[config.mk]
export PLATFORM = sky130hd
export DESIGN_NAME = mux_behavioral
export DESIGN_NICKNAME = d
export VERILOG_FILES = /design/src/rtl/mux_pkg.sv /design/src/rtl/mux4_comb.sv /design/src/rtl/mux_behavioral.sv
export SDC_FILE = /design/constraint.sdc
export NUM_CORES = 1
export LEC_CHECK = 0
export ABC_AREA = 0
export ABC_CLOCK_PERIOD_IN_PS = 1900
export BUFFER_PORTS_ARGS = -buffer_cell sky130_fd_sc_hd__buf_2
export CELL_PAD_IN_SITES_DETAIL_PLACEMENT = 2
export CELL_PAD_IN_SITES_GLOBAL_PLACEMENT = 2
export CORE_AREA = 2 2 39 41
export DETAILED_ROUTE_END_ITERATION = 10
export DIE_AREA = 0 0 41 43
export MAX_ROUTING_LAYER = met4
export PLACE_DENSITY_LB_ADDON = 0.2
export SETUP_SLACK_MARGIN = 0.1
export SYNTH_ARGS = -nofsm -noshare
export SYNTH_HDL_FRONTEND = slang
export SYNTH_SLANG_ARGS = --single-unit
[constraint.sdc]
create_clock -name clk -period 1.9 [get_ports clk]
set_input_delay 0.095 -clock clk [delete_from_list [all_inputs] [get_ports clk]]
set_output_delay 0.095 -clock clk [all_outputs]
set_load 0.05 [all_outputs]
[src/rtl/mux_pkg.sv]
// Shared select encodings and types for the behavioural 4:1 selector.
package mux_pkg;

  typedef logic [1:0] sel_t;

  localparam sel_t SEL_I0 = 2'd0;
  localparam sel_t SEL_I1 = 2'd1;
  localparam sel_t SEL_I2 = 2'd2;
  localparam sel_t SEL_I3 = 2'd3;

endpackage : mux_pkg

[src/rtl/mux4_comb.sv]
// Purely combinational 4:1 data selector; unknown select drives all-X.
module mux4_comb
  import mux_pkg::*;
#(
  parameter int WIDTH = 1
) (
  input  sel_t             sel,
  input  logic [WIDTH-1:0] i0,
  input  logic [WIDTH-1:0] i1,
  input  logic [WIDTH-1:0] i2,
  input  logic [WIDTH-1:0] i3,
  output logic [WIDTH-1:0] d
);

  // The default arm covers X/Z select in simulation and keeps the block latch-free.
  always_comb begin
    d = 'x;
    case (sel)
      SEL_I0:  d = i0;
      SEL_I1:  d = i1;
      SEL_I2:  d = i2;
      SEL_I3:  d = i3;
      default: d = 'x;
    endcase
  end

endmodule : mux4_comb

[src/rtl/mux_behavioral.sv]
// 4:1 selector with combinational output, one-hot select decode and
// registered copies of output/select plus a select-change pulse.
module mux_behavioral
  import mux_pkg::*;
#(
  parameter int WIDTH = 1
) (
  input  logic             clk,
  input  logic             rst_n,
  input  sel_t             sel,
  input  logic [WIDTH-1:0] i0,
  input  logic [WIDTH-1:0] i1,
  input  logic [WIDTH-1:0] i2,
  input  logic [WIDTH-1:0] i3,
  output logic [WIDTH-1:0] d,
  output logic [WIDTH-1:0] d_q,
  output sel_t             sel_q,
  output logic [3:0]       sel_onehot,
  output logic             sel_changed
);

  // No handshake: outputs are valid every cycle and the block is always ready.

  mux4_comb #(
    .WIDTH (WIDTH)
  ) u_mux4_comb (
    .sel (sel),
    .i0  (i0),
    .i1  (i1),
    .i2  (i2),
    .i3  (i3),
    .d   (d)
  );

  always_comb begin
    sel_onehot = 'x;
    case (sel)
      SEL_I0:  sel_onehot = 4'b0001;
      SEL_I1:  sel_onehot = 4'b0010;
      SEL_I2:  sel_onehot = 4'b0100;
      SEL_I3:  sel_onehot = 4'b1000;
      default: sel_onehot = 'x;
    endcase
  end

  // sel_changed compares against the previous sel_q, so it pulses the cycle after a new sel is sampled.
  always_ff @(posedge clk or negedge rst_n) begin
    if (!rst_n) begin
      d_q         <= '0;
      sel_q       <= SEL_I0;
      sel_changed <= 1'b0;
    end else begin
      d_q         <= d;
      sel_q       <= sel;
      sel_changed <= (sel != sel_q);
    end
  end

endmodule : mux_behavioral

== Word-level counts from Yosys, hierarchy flattened ==
Index checks and enable logic that the tools add are counted.
Widths: inputs -> output; s select.
Storage, ports and cells
  bits in registers: 4
  bits of input ports: 8
Cells by class
  equal/unequal tests: 4
  mux-type cells: 2
  reduce and logical (&&, ||, !) cells: 1
Operator list (number)
  $pmux 4 s4: 1
  $eq 2x2->1 const B: 2
  $pmux 1 s4: 1
  $eq 2x1->1 const B: 1
  $logic_not 2->1: 1
  $ne 2x2->1: 1

== Longest topological paths before layout ==
  word-level depth: 2
  mapped depth: 2
  mapped depth without buffers: 2

== Hierarchy ==
A second synthesis with hierarchy kept.
Unflattened totals
  cells, all modules: 12
  area total of the unflattened synthesis: 172.7 µm²
Modules (own cells, without submodules)
  mux_behavioral: times used 1, cells an instance 11, area each 150.1 µm², sequential area each 100.1 µm²
  mux4_comb: times used 1, cells an instance 1, area each 22.5 µm², sequential area each 0.0 µm²

== Least setup slack after synthesis ==
Ideal clock, no wire load.
  kind: reg2reg
  start point: register sel_q[0]
  end point: register sel_changed
  library setup time: 123 ps
  data arrival time: 844 ps
  setup slack: 933 ps
  stages on the path, launching flop included: 3
  path buffers: 0
  cell sequence: dfrtp_1 > xnor2_1 > nand2_1
Between the ends
  word-level cells in the longest chain between the ends: 1
RTL lines
  start: declaration: line mux_behavioral.sv:17  | output sel_t sel_q,
  start signal: assignment: line mux_behavioral.sv:54  | sel_q <= sel;
  $ne 2x2->1: line mux_behavioral.sv:55  | sel_changed <= (sel != sel_q);
  end signal: assignment: line mux_behavioral.sv:55
  end: declaration: line mux_behavioral.sv:19  | output logic sel_changed
Every way passes these cells.

== Worst setup path in the final report ==
  start point: input sel[0]
  end point: output d
Between the ends
  word-level cells in the longest chain between the ends: 2
  elaborated cells on any way between the ends: 5
  classes of those cells: eq/ne (3); mux (1); reduce/logical (1)
RTL lines
  start: declaration: line mux_behavioral.sv:10  | input sel_t sel,
  $eq 2x2->1, or another cell as far along: line mux4_comb.sv:18  | case (sel)
  $pmux 1 s4 *: line mux4_comb.sv:18
  end: declaration: line mux_behavioral.sv:15  | output logic [WIDTH-1:0] d,
Every way passes the cells marked *; elsewhere a longest branch is shown, timed or not.

==> out/metrics.cfg <==
[setup_path]
worst-setup-path-type=primary input to output pin
worst_r2r_path_depth=2
critical_path.endpoint_type=output pin
worst-endpoint-arrival_ps=1000
start_kind=primary input
crit_required_ps=1800
critical_path.cell_chain=buf_2, mux4_2, buf_2
critical_path.most_common_cell=sky130_fd_sc_hd__buf_2
critical_path.max_fanout=7
critical_path.reg2reg.startpoint=sel_q[1]
origin_of_the_worst_setup_path=sel[0]
worstReg2RegEnd=sel_changed
critical_path.n_buffers_inverters=2
timing.critical_path.max_delay_family=multiplexers
critical_path.max_stage_delay_ps=530
slowest_stage=sky130_fd_sc_hd__mux4_2
r2r_slack_ps=1210

[logic_synthesis]
synth.avg_cell_area_um2=13.97
synth.distinct_cells=8
synth.most_common_cell=sky130_fd_sc_hd__dfrtp_1
yosys.area.top_type_share_pct=59.70
ys_ff_latch=4
postSynthNetCount=20
async_reset_ff_share_pct=100.0
number_of_enable_type_register_cells_in_the_synthesized_netlist=0
synth_warnings=0
synth_area_um2=167.7
post_synthesis_instance_total=12
yosysSeqAreaShare_pct=59.70
synthDominantAreaCellType=sky130_fd_sc_hd__dfrtp_1
post_synth_main_area_contributors=sky130_fd_sc_hd__dfrtp_1, sky130_fd_sc_hd__mux4_2, sky130_fd_sc_hd__xnor2_1, sky130_fd_sc_hd__and2b_1, sky130_fd_sc_hd__and2_1
yosys-top-cells-count=sky130_fd_sc_hd__dfrtp_1, sky130_fd_sc_hd__xnor2_1
postSynth.topFlopCell=sky130_fd_sc_hd__dfrtp_1

[outcome]
run_status=completed

[sta]
worstMarginPinSlew_ps=256.4
finalMaxSlewViolations=0
skew_ps=1.132
setup_viol=0
final_min_period_over_clock_period_pct=57.69
max_transition_margin_pct=83.02
grt_setup_unrepaired=false
timing.fmax_mhz=912.3
hold_violations=0
min_period_ps=1096
finalWorstSetupSlack_ps=803.8
setup_tns_ps=0

[cells_and_area]
design.final.nets=42
fill_cells=166
layout-drive-gt1-share_pct=62.50
layout-area-overhead-vs-synth_pct=79.10
antenna-diode-count=0

[die]
core-area_um2=1384
die-height_um=43
dieWidth_um=41
dieArea_um2=1763
initial_core_util_pct=12.12
floorplan.io_pins=17
placement_rows=14

[drt]
final_antenna_net_count=0
dr_total_vias=175
initialDrtViolationCount=0
count_of_unresolved_drc_violations_after_routing=0
post_drt_via_cell_ratio=3.646
detailedRoute.firstPassIterationCount=1
routedWlPerCell_um=9.688
wl_um=465

[place]
place.port_buffers=16
gp_congestion=0.5872
dpl_worst_slack_ps=793.0

[clocking]
clk_pin_slew_ps=40
htreeDepth=1
tritoncts_buffers=3
clkLatencyLatePin_ps=240
root_buffer=sky130_fd_sc_hd__clkbuf_4
cts-root-to-sink-buffers=2
post-cts-setup-buffer-count=0
clock-sinks=4
tritoncts=built

[min_path]
worst_hold_path_type=primary input to flip-flop
worstHoldEndpoint=sel_q[1]
min_from=sel[1]
holdPathStages=1

[power]
cellLeakagePower_nw=0.1534
vdd_drop_max_mv=0.1759
power_density_nw_per_um2=956.1

[grt]
grt_pass1_vias=221
overall_track_demand_over_capacity_in_global_routing_pct=9.091
grt_max_degree=8
grt_first_pass_wirelength_um=890
antenna_found_initial=0
globalRoute.totalOverflow=0

[run]
drv_cap=0

[cells by family (layout without fill, tap and decap cells)]
kind of cell / Yosys count / count (layout) / share of synthesized area [%]
flip-flops: 4 / 4 / 59.70
XOR/XNOR: 2 / 2 / 10.45
AND/OR/NAND/NOR: 5 / 5 / 16.42
buffers and inverters: 0 / 20 / 0
multiplexers: 1 / 1 / 13.43
[worst max path at each step]
stage / endpoint / depth (start not counted)
6_report: d / 3
3_5_place_dp: d / 3
5_1_grt: d / 3
2_1_floorplan: sel_changed / 2
3_3_place_gp: d / 3
4_1_cts: d / 3
[placed cells by master, fill, tap and decap left out]
| master | count |
|---|---|
| sky130_fd_sc_hd__xnor2_1 | 2 |
| sky130_fd_sc_hd__dlygate4sd3_1 | 1 |
| sky130_fd_sc_hd__and2_1 | 1 |
| sky130_fd_sc_hd__nor2_1 | 1 |
| sky130_fd_sc_hd__clkbuf_4 | 3 |
| sky130_fd_sc_hd__buf_2 | 16 |
| sky130_fd_sc_hd__mux4_2 | 1 |
| sky130_fd_sc_hd__nor2b_1 | 1 |
| sky130_fd_sc_hd__and2b_1 | 1 |
| sky130_fd_sc_hd__dfrtp_1 | 4 |
| sky130_fd_sc_hd__nand2_1 | 1 |
[sequential cells by signal, summed over array words and instances (netlist names)]
register	count
d_q	1
sel_changed	1
sel_q	2
[where the power goes]
group / internal (W) / leakage [nW] / switching (W)
Clock: 0.0000707 / 0.0138 / 0.0000360
Sequential: 0.0000921 / 0.0452 / 0.00000199
Combinational: 0.0000237 / 0.0944 / 0.0000626
Total: 0.000186 / 0.153 / 0.000101
[timing repair]
item,CTS,global route
resized for setup,0,0
hold buffers,1,0
endpoints found under the hold margin,4,0
[routing by layer]
| layer | vias up | GRT usage (%) | wire length, um |
|---|---|---|---|
| met5 | - | - | 0 |
| met2 | 17 | 10.31 | 212 |
| met3 | 2 | 4.712 | 63 |
| met1 | 77 | 8.143 | 172 |
| met4 | 0 | 14.00 | 16 |
| li1 | 79 | - | - |
[final cells by class]
type | instances | area [um2] | share of cell area [%]
Sequential cell | 4 | 100.1 | 33.33
Timing Repair Buffer | 17 | 90.09 | 30.00
Multi-Input combinational cell | 8 | 67.56 | 22.50
Clock buffer | 3 | 22.52 | 7.500
Tap cell | 16 | 20.02 | 6.667
[per-stage QoR]
step | power, W | cells | cell area (um2) | utilization (%) | hold slack [ps]
after floorplan | 0.0001553 | 12 | 167.7 | - | -200.6
final | 0.0002871 | 48 | 300.3 | 21.70 | 54.91
after global routing | 0.0003079 | 48 | 300.3 | 21.70 | 56.44
after CTS | 0.0002938 | 48 | 300.3 | 21.70 | 51.63
after global placement | 0.0001806 | 44 | 267.8 | 19.35 | -96.80
after detailed placement | 0.0001815 | 44 | 267.8 | 19.35 | -94.48
[worst register-to-register path, delay by kind of cell (launching register included)]
family | cells | cell delay, ps
AND/OR/NAND/NOR | 1 | 60
XOR/XNOR | 1 | 140
flip-flops | 1 | 370
Note: power is estimated with default switching activity, not from simulation.
